[config.mk]
export PLATFORM = sky130hd
export DESIGN_NAME = trace_buffer
export DESIGN_NICKNAME = d
export VERILOG_FILES = /design/src/rtl/trace_buffer.sv
export SDC_FILE = /design/constraint.sdc
export NUM_CORES = 2
export LEC_CHECK = 0
export CORE_MARGIN = 2
export CORE_UTILIZATION = 40
export CTS_CLUSTER_SIZE = 40
export DETAILED_ROUTE_END_ITERATION = 6
export PLACE_DENSITY = 0.66
export SLEW_MARGIN = 20
export SYNTH_ARGS = -nofsm -noshare
export SYNTH_HDL_FRONTEND = slang
export SYNTH_SLANG_ARGS = --single-unit
[constraint.sdc]
create_clock -name clk_i -period 5.95 [get_ports clk_i]
set_input_delay 0.595 -clock clk_i [delete_from_list [all_inputs] [get_ports clk_i]]
set_output_delay 0.595 -clock clk_i [all_outputs]
set_load 0.005 [all_outputs]
[src/rtl/trace_buffer.sv]
// trace_buffer: fixed-priority multi-channel event capture into a circular buffer
// with stop/overwrite modes. Define TRACE_TIMESTAMP_EN to stamp each entry with a cycle counter.
module trace_buffer #(
  parameter int CHANNELS = 4,
  parameter int DATA_W   = 32,
  parameter int DEPTH    = 64,
  parameter int TS_W     = 16,
  localparam int CH_W    = (CHANNELS > 1) ? $clog2(CHANNELS) : 1,
  localparam int AW      = $clog2(DEPTH),
  localparam int CNT_W   = AW + 1,
`ifdef TRACE_TIMESTAMP_EN
  localparam int ENTRY_W = TS_W + CH_W + DATA_W
`else
  localparam int ENTRY_W = CH_W + DATA_W
`endif
) (
  input  logic                       clk_i,
  input  logic                       reset_ni,
  input  logic                       enable_i,
  input  logic                       wrap_i,
  input  logic                       clear_i,
  input  logic [CHANNELS-1:0]        ev_valid_i,
  input  logic [CHANNELS*DATA_W-1:0] ev_data_i,
  output logic                       rd_valid_o,
  input  logic                       rd_ready_i,
  output logic [ENTRY_W-1:0]         rd_data_o,
  output logic [CNT_W-1:0]           count_o,
  output logic                       overflow_o,
  output logic [15:0]                drop_count_o
);

  localparam int NV_W = $clog2(CHANNELS + 1);

  if (CHANNELS < 1 || CHANNELS > 8 || DEPTH < 4 || (DEPTH & (DEPTH - 1)) != 0 ||
      TS_W < 1 || DATA_W < 1) begin : g_param_check
    $error("trace_buffer: unsupported parameter set");
  end

  logic [ENTRY_W-1:0] mem [DEPTH];
  logic [AW-1:0]      wr_ptr_q;
  logic [AW-1:0]      rd_ptr_q;
  logic [CNT_W-1:0]   count_q;
  logic               overflow_q;
  logic [15:0]        drop_q;

  logic               win_found;
  logic [CH_W-1:0]    win_ch;
  logic [DATA_W-1:0]  win_data;
  logic [NV_W-1:0]    n_valid;
  logic [NV_W-1:0]    losers;
  logic               capture;
  logic               pop;
  logic               full;
  logic               wr_accept;
  logic               overwrite;
  logic               drop_full;
  logic [16:0]        drop_sum;
  logic [15:0]        drop_next;
  logic [ENTRY_W-1:0] entry;

`ifdef TRACE_TIMESTAMP_EN
  logic [TS_W-1:0] ts_q;

  // Free-running stamp; deliberately untouched by clear_i.
  always_ff @(posedge clk_i or negedge reset_ni) begin
    if (!reset_ni) begin
      ts_q <= '0;
    end else begin
      ts_q <= ts_q + TS_W'(1);
    end
  end

  assign entry = {ts_q, win_ch, win_data};
`else
  assign entry = {win_ch, win_data};
`endif

  // Scanning from the top down lets the lowest valid channel overwrite the winner last.
  always_comb begin
    win_found = 1'b0;
    win_ch    = '0;
    win_data  = '0;
    n_valid   = '0;
    for (int k = CHANNELS - 1; k >= 0; k--) begin
      if (ev_valid_i[k]) begin
        win_found = 1'b1;
        win_ch    = CH_W'(k);
        win_data  = ev_data_i[k*DATA_W +: DATA_W];
        n_valid   = n_valid + NV_W'(1);
      end
    end
  end

  assign capture   = enable_i && win_found;
  assign pop       = rd_valid_o && rd_ready_i;
  assign full      = (count_q == CNT_W'(DEPTH));
  assign wr_accept = capture && (!full || pop);
  assign overwrite = capture && full && !pop && wrap_i;
  assign drop_full = capture && full && !pop && !wrap_i;
  assign losers    = capture ? (n_valid - NV_W'(1)) : '0;

  always_comb begin
    drop_sum  = 17'(drop_q) + 17'(losers) + 17'(drop_full);
    drop_next = drop_sum[16] ? 16'hFFFF : drop_sum[15:0];
  end

  always_ff @(posedge clk_i) begin
    if ((wr_accept || overwrite) && !clear_i) begin
      mem[wr_ptr_q] <= entry;
    end
  end

  // When full and wrapping, the write slot equals the read slot, so both pointers move together.
  always_ff @(posedge clk_i or negedge reset_ni) begin
    if (!reset_ni) begin
      wr_ptr_q   <= '0;
      rd_ptr_q   <= '0;
      count_q    <= '0;
      overflow_q <= 1'b0;
      drop_q     <= '0;
    end else if (clear_i) begin
      wr_ptr_q   <= '0;
      rd_ptr_q   <= '0;
      count_q    <= '0;
      overflow_q <= 1'b0;
      drop_q     <= '0;
    end else begin
      if (wr_accept || overwrite) begin
        wr_ptr_q <= wr_ptr_q + AW'(1);
      end
      if (pop || overwrite) begin
        rd_ptr_q <= rd_ptr_q + AW'(1);
      end
      case ({wr_accept, pop})
        2'b10:   count_q <= count_q + CNT_W'(1);
        2'b01:   count_q <= count_q - CNT_W'(1);
        default: count_q <= count_q;
      endcase
      if (overwrite || drop_full) begin
        overflow_q <= 1'b1;
      end
      drop_q <= drop_next;
    end
  end

  assign rd_valid_o   = (count_q != '0);
  assign rd_data_o    = mem[rd_ptr_q];
  assign count_o      = count_q;
  assign overflow_o   = overflow_q;
  assign drop_count_o = drop_q;

endmodule

## Yosys cells after proc, flatten, opt, wreduce, memory -nomap -nowiden

Memories as Yosys holds them, arrays and structs flattened.
Cells that the tools add are included.

- Mux-type cells: 29
- Reductions and logical operators: 21
- Eq/ne operators: 3
- $add $sub $neg: 10

Operators with widths:

| operator | count |
|---|---|
| $mux W32 | 4 |
| $mux W16 | 2 |
| $mux W6 | 4 |
| $add A16 B3 Y17 | 1 |
| $add A17 B1 Y17 | 1 |
| $pmux W7 S2 | 1 |
| $add A6 B1 Y6 const B | 2 |
| $mux W3 | 4 |
| $add A3 B1 Y3 const B | 3 |
| $mux W1 | 9 |
| $logic_and A1 B1 Y1 | 8 |
| $mux W2 | 4 |
| $add A7 B1 Y7 const B | 1 |
| $eq A7 B7 Y1 const B | 1 |
| $mux W7 | 1 |
| $reduce_bool A7 Y1 | 1 |
| $sub A7 B1 Y7 const B | 1 |
| $reduce_bool A2 Y1 | 3 |
| $logic_not A1 Y1 | 4 |
| $logic_or A1 B1 Y1 | 4 |
| $reduce_bool A3 Y1 | 1 |
| $sub A3 B1 Y3 const B | 1 |
| $eq A2 B1 Y1 const B | 1 |
| $eq A2 B2 Y1 const B | 1 |

- Bits in writable memories: 2176
- Register bits after elaboration: 36
- Memories: 1
- Input port bits: 138
- Word-level logic and storage cells: 69

Memories:

| memory | words | width | read ports | clocked after memory_dff | write ports | RTL line | RTL |
|---|---|---|---|---|---|---|---|
| mem | 64 | 34 | 1 | 0 | 1 | 39 | `logic [ENTRY_W-1:0] mem [DEPTH];` |

## Longest topological paths before layout

- Depth in word-level cells: 13
- Gate-level depth with buffers: 17
- Mapped depth without buffers: 16

## Worst setup path before layout

Ideal clock, no wire load.

- Path type: input to register
- From: input port ev_valid_i[1]
- To: memory mem[0][13] in the netlist's numbering, data pin
- Arrival: 4.029 ns
- Stages: 5
- Buffers on the path: 3
- Setup slack: 1.219 ns
- Setup time: 0.702 ns
- Cells stage by stage: clkbuf_1 clkbuf_1 buf_1 a21oi_1 o21ai_0

- Cells in the longest elaborated chain, start to end: 2

RTL lines:

| item | RTL line | RTL |
|---|---|---|
| from (decl) | 22 | `input logic [CHANNELS-1:0] ev_valid_i,` |
| $mux W32 (2 in a row) | 85 | `if (ev_valid_i[k]) begin` |
| via win_data[13] | 48 | `logic [DATA_W-1:0] win_data;` |
| to (decl) | 39 |  |

The timed path passes the listed nets, and every way through them passes these cells.

## Final worst setup path

- From: register rd_ptr_q[0]
- To: output port rd_data_o[13]

- Cells in the longest elaborated chain, start to end: 1

RTL lines:

| item | RTL line | RTL |
|---|---|---|
| from (decl) | 41 | `logic [AW-1:0] rd_ptr_q;` |
| from (signal assigned) | 132 | `rd_ptr_q <= rd_ptr_q + AW'(1);` |
| $mem_v2 Z64 W34 | - |  |
| to (decl) | 26 | `output logic [ENTRY_W-1:0] rd_data_o,` |

No other way between the ends.

==> results_dict.tcl <==
set metrics [dict create \
    fin_util_pct 46.9 \
    finalMaxSlewViolations 0 \
    post_synth.cell_area_avg_sq_um 21.5 \
    synth_sequential_area_ratio_pct 76.7 \
    port_buffers 196 \
    crit_path_end_kind "output pin" \
    reg2reg_slack_ps 2020 \
    yosysMostFrequentCell "edfxtp_1" \
    timing_hold_violations_final 0 \
    report.power.total_mw 37.2 \
    overall_die_area_sq_um 220000 \
    global_route.overflow_total 0 \
    synth.lib_cells_used.distinct 64 \
    antenna_found_initial 11 \
    fraction_of_power_consumed_by_sequential_logic_pct 47.0 \
    synthTopCellsByArea "edfxtp_1, mux4_2, mux2i_1, dfrtp_1, nor2_1" \
    synth_top_area_cell "edfxtp_1" \
    antenna_violating_nets_post_route 0 \
    power_density_nw_per_um2 370 \
    outcome "completed" \
    io_pins 197 \
    ys_seq_elements 2212 \
    fin_tns_setup_ps 0 \
    wire_length_per_cell_um 30.7 \
    netSwitchingFraction_pct 24.9 \
    number_of_nets_in_the_layout 4558 \
    synth.cell_area_sq_um 86400 \
    post-place-ws_ps 972 \
    maximum_clock_frequency_mhz 177 \
    final_critical_path_setup_slack_ps 285 \
    final.period_utilization_pct 95.2 \
    pwr-share-comb_pct 17.6 \
    htree_num_levels 4 \
    use_met3_pct 3.87 \
    final-setup-viol-count 0 \
    hp_class "input pin to asynchronous set/reset pin" \
    layout-area-overhead-vs-synth_pct 16.6 \
    cts_repair_resize_count 0 \
    maximum_number_of_pins_on_one_net_before_global_route_repair 91 \
    tightest_slew_ps 1160 \
    timing.critical_path.from_type "register" \
    ctsRootBufferMaster "clkbuf_16" \
    postRouteWirelength_um 227000 \
    internal-power_mw 28.0 \
    globalRoute.busiestLayer "met2" \
    total_leakage_power_nw 30.3 \
    avgViaCountPerCell 5.86 \
    holdWs_ps 422 \
    detailedPlacementHpwl_um 132000 \
    globalRouteMet1Util_pct 28.6 \
    post_route_cells_drive_above_1_share_pct 25.9 \
    min_clock_period_post_route_ps 5660 \
    worstRegToRegCells 13 \
    worst-endpoint-required_ps 5360 \
    post_layout_nonfiller_instances 7421 \
    clkPwrFrac_pct 35.4 \
    cts_sinks 2212 \
    place.detailed.instances 7016 \
    clk_transition_reported_paths_ps 70 \
    synth_top_cells_by_count "edfxtp_1, mux4_2, mux2i_1" \
    clk_latency_ps 870 \
    cts_tree "built" \
    core_region_area_sq_um 215000 \
    worst_clock_skew_ps 62.8 \
    rr_endpoint "drop_count_o[13]" \
    crit_arrival_ps 5070 \
    final_area_sq_um 101000 \
    cts.path.max_buffers 3 \
    start_util_pct 40.2 \
    number_of_synthesized_flops_with_an_enable_pin 2176 \
    placementRows 170 \
    globalplace.congestion 0.825 \
    worstReg2RegStart "count_o[1]" \
    netlist_instances 4014 \
    power.ir.vdd_worst_uv 350 \
    detailedRoute.firstIterationViolations 5626 \
    tritoncts.num_buffers 209 \
    drt-pass1-iter-count 5 \
    max_slew_margin_pct 22.1 \
    ys.warnings.count 0 \
    post-synth-top-area-fraction_pct 75.6 \
    syn_nets 4171 \
    grtUsageTotal_pct 20.6 \
    grtUsageMet2_pct 33.6 \
    grt_setup_unrepaired "no" \
    drv_cap 0 \
    vias 43500 \
    drc_errors 0 \
    place_area_sq_um 93600 \
    die_x_um 469 \
    grt_pass1_wl_um 323000 \
    fp.dieH_um 469 \
    postSynth.topFlopCell "edfxtp_1" \
    first_global_vias 43900 \
    synthArstFlopShare_pct 1.63 \
    total_switching_power_mw 9.28 \
    worst-path-max-fanout 53 \
    timing_worst_setup_path_type "register to output pin" \
]
worst max-delay path, stage by stage (launching register included):
cell and delay [ps]:
dfrtp_4 840, buf_12 350, buf_12 410, mux4_2 570, mux4_2 490, o21ai_1 470
o22ai_1 390, clkdlybuf4s50_1 560
worst max path at each step:
stage                        from          endpoint  slack, ps  cells after the start
finish                rd_ptr_q[0]     rd_data_o[13]        290                      7
global route          rd_ptr_q[0]     rd_data_o[13]        140                      7
CTS                   rd_ptr_q[0]     rd_data_o[13]         20                      7
detailed placement  ev_valid_i[2]  drop_count_o[13]        970                     18
global placement    ev_valid_i[2]  drop_count_o[13]        920                     18
floorplan           ev_valid_i[1]        mem[0][13]       1220                      5
cell type report:
| class | instances | area [sq um] |
|---|---|---|
| fillers | 17400 | 114000 |
| flip-flops and latches | 2212 | 66300 |
| multi-input cells | 1560 | 19800 |
| clock buffers | 261 | 5520 |
| repair buffers | 408 | 4280 |
| well taps | 2838 | 3550 |
| clock inverters | 128 | 1240 |
| inverters | 10 | 37.5 |
| diodes | 4 | 10.0 |
per-layer routing:
layer | wire length [um] | vias to the layer above | part of all wire (%)
met3 | 20000 | 323 | 8.8
met4 | 5720 | 6 | 2.5
met2 | 111000 | 2199 | 49
met5 | 47 | - | 0.021
met1 | 90700 | 23300 | 40
li1 | - | 17700 | -
logic make-up (layout without fill, tap and decap cells):
group	Yosys count	count (layout)	synth area share, %
mux	731	731	16.2
flops	2212	2212	76.7
fa+ha+maj	19	19	0.301
other cells	0	4	0
xor+xnor	28	28	0.284
buf+inv	242	807	1.42
compound gates	412	412	3.11
simple gates	370	370	1.97
power by group through the flow:
stage	combinational, mW	sequential (mW)	clock (mW)
2_1_floorplan	4.63	17.8	0
4_1_cts	6.55	17.5	13.4
3_5_place_dp	6.53	17.9	0
3_3_place_gp	6.48	17.9	0
6_report	6.55	17.5	13.2
5_1_grt	6.98	17.5	13.9
timing repair:
action | in CTS | in global routing
setup buffers | 0 | 1
endpoints found under the setup margin | 0 | 1
endpoints found under the hold margin | 37 | 0
hold buffers | 2 | 0
sequential cells by signal (all words and copies together) (netlist names):
register / flops
rd_ptr_q: 6
mem: 2176
drop_count_o: 16
count_o: 7
wr_ptr_q: 6
overflow_o: 1
cells in the final DEF (no fill, tap or decap), drive strengths merged, types with 19 or more instances in the layout:
cell and n:
edfxtp 2176, a2111oi 23, dfrtp 36, clkdlybuf4s50 192
a22oi 44, inv 22, clkbuf 261, mux2i 185
mux4 534, a211oi 20, bufinv 19, o22ai 36
nand2 77, o221ai 23, clkinv 89, nor2b 31
a21oi 92, o21ai 101, buf 214, nor2 165
(Power assumes the default switching activity.)
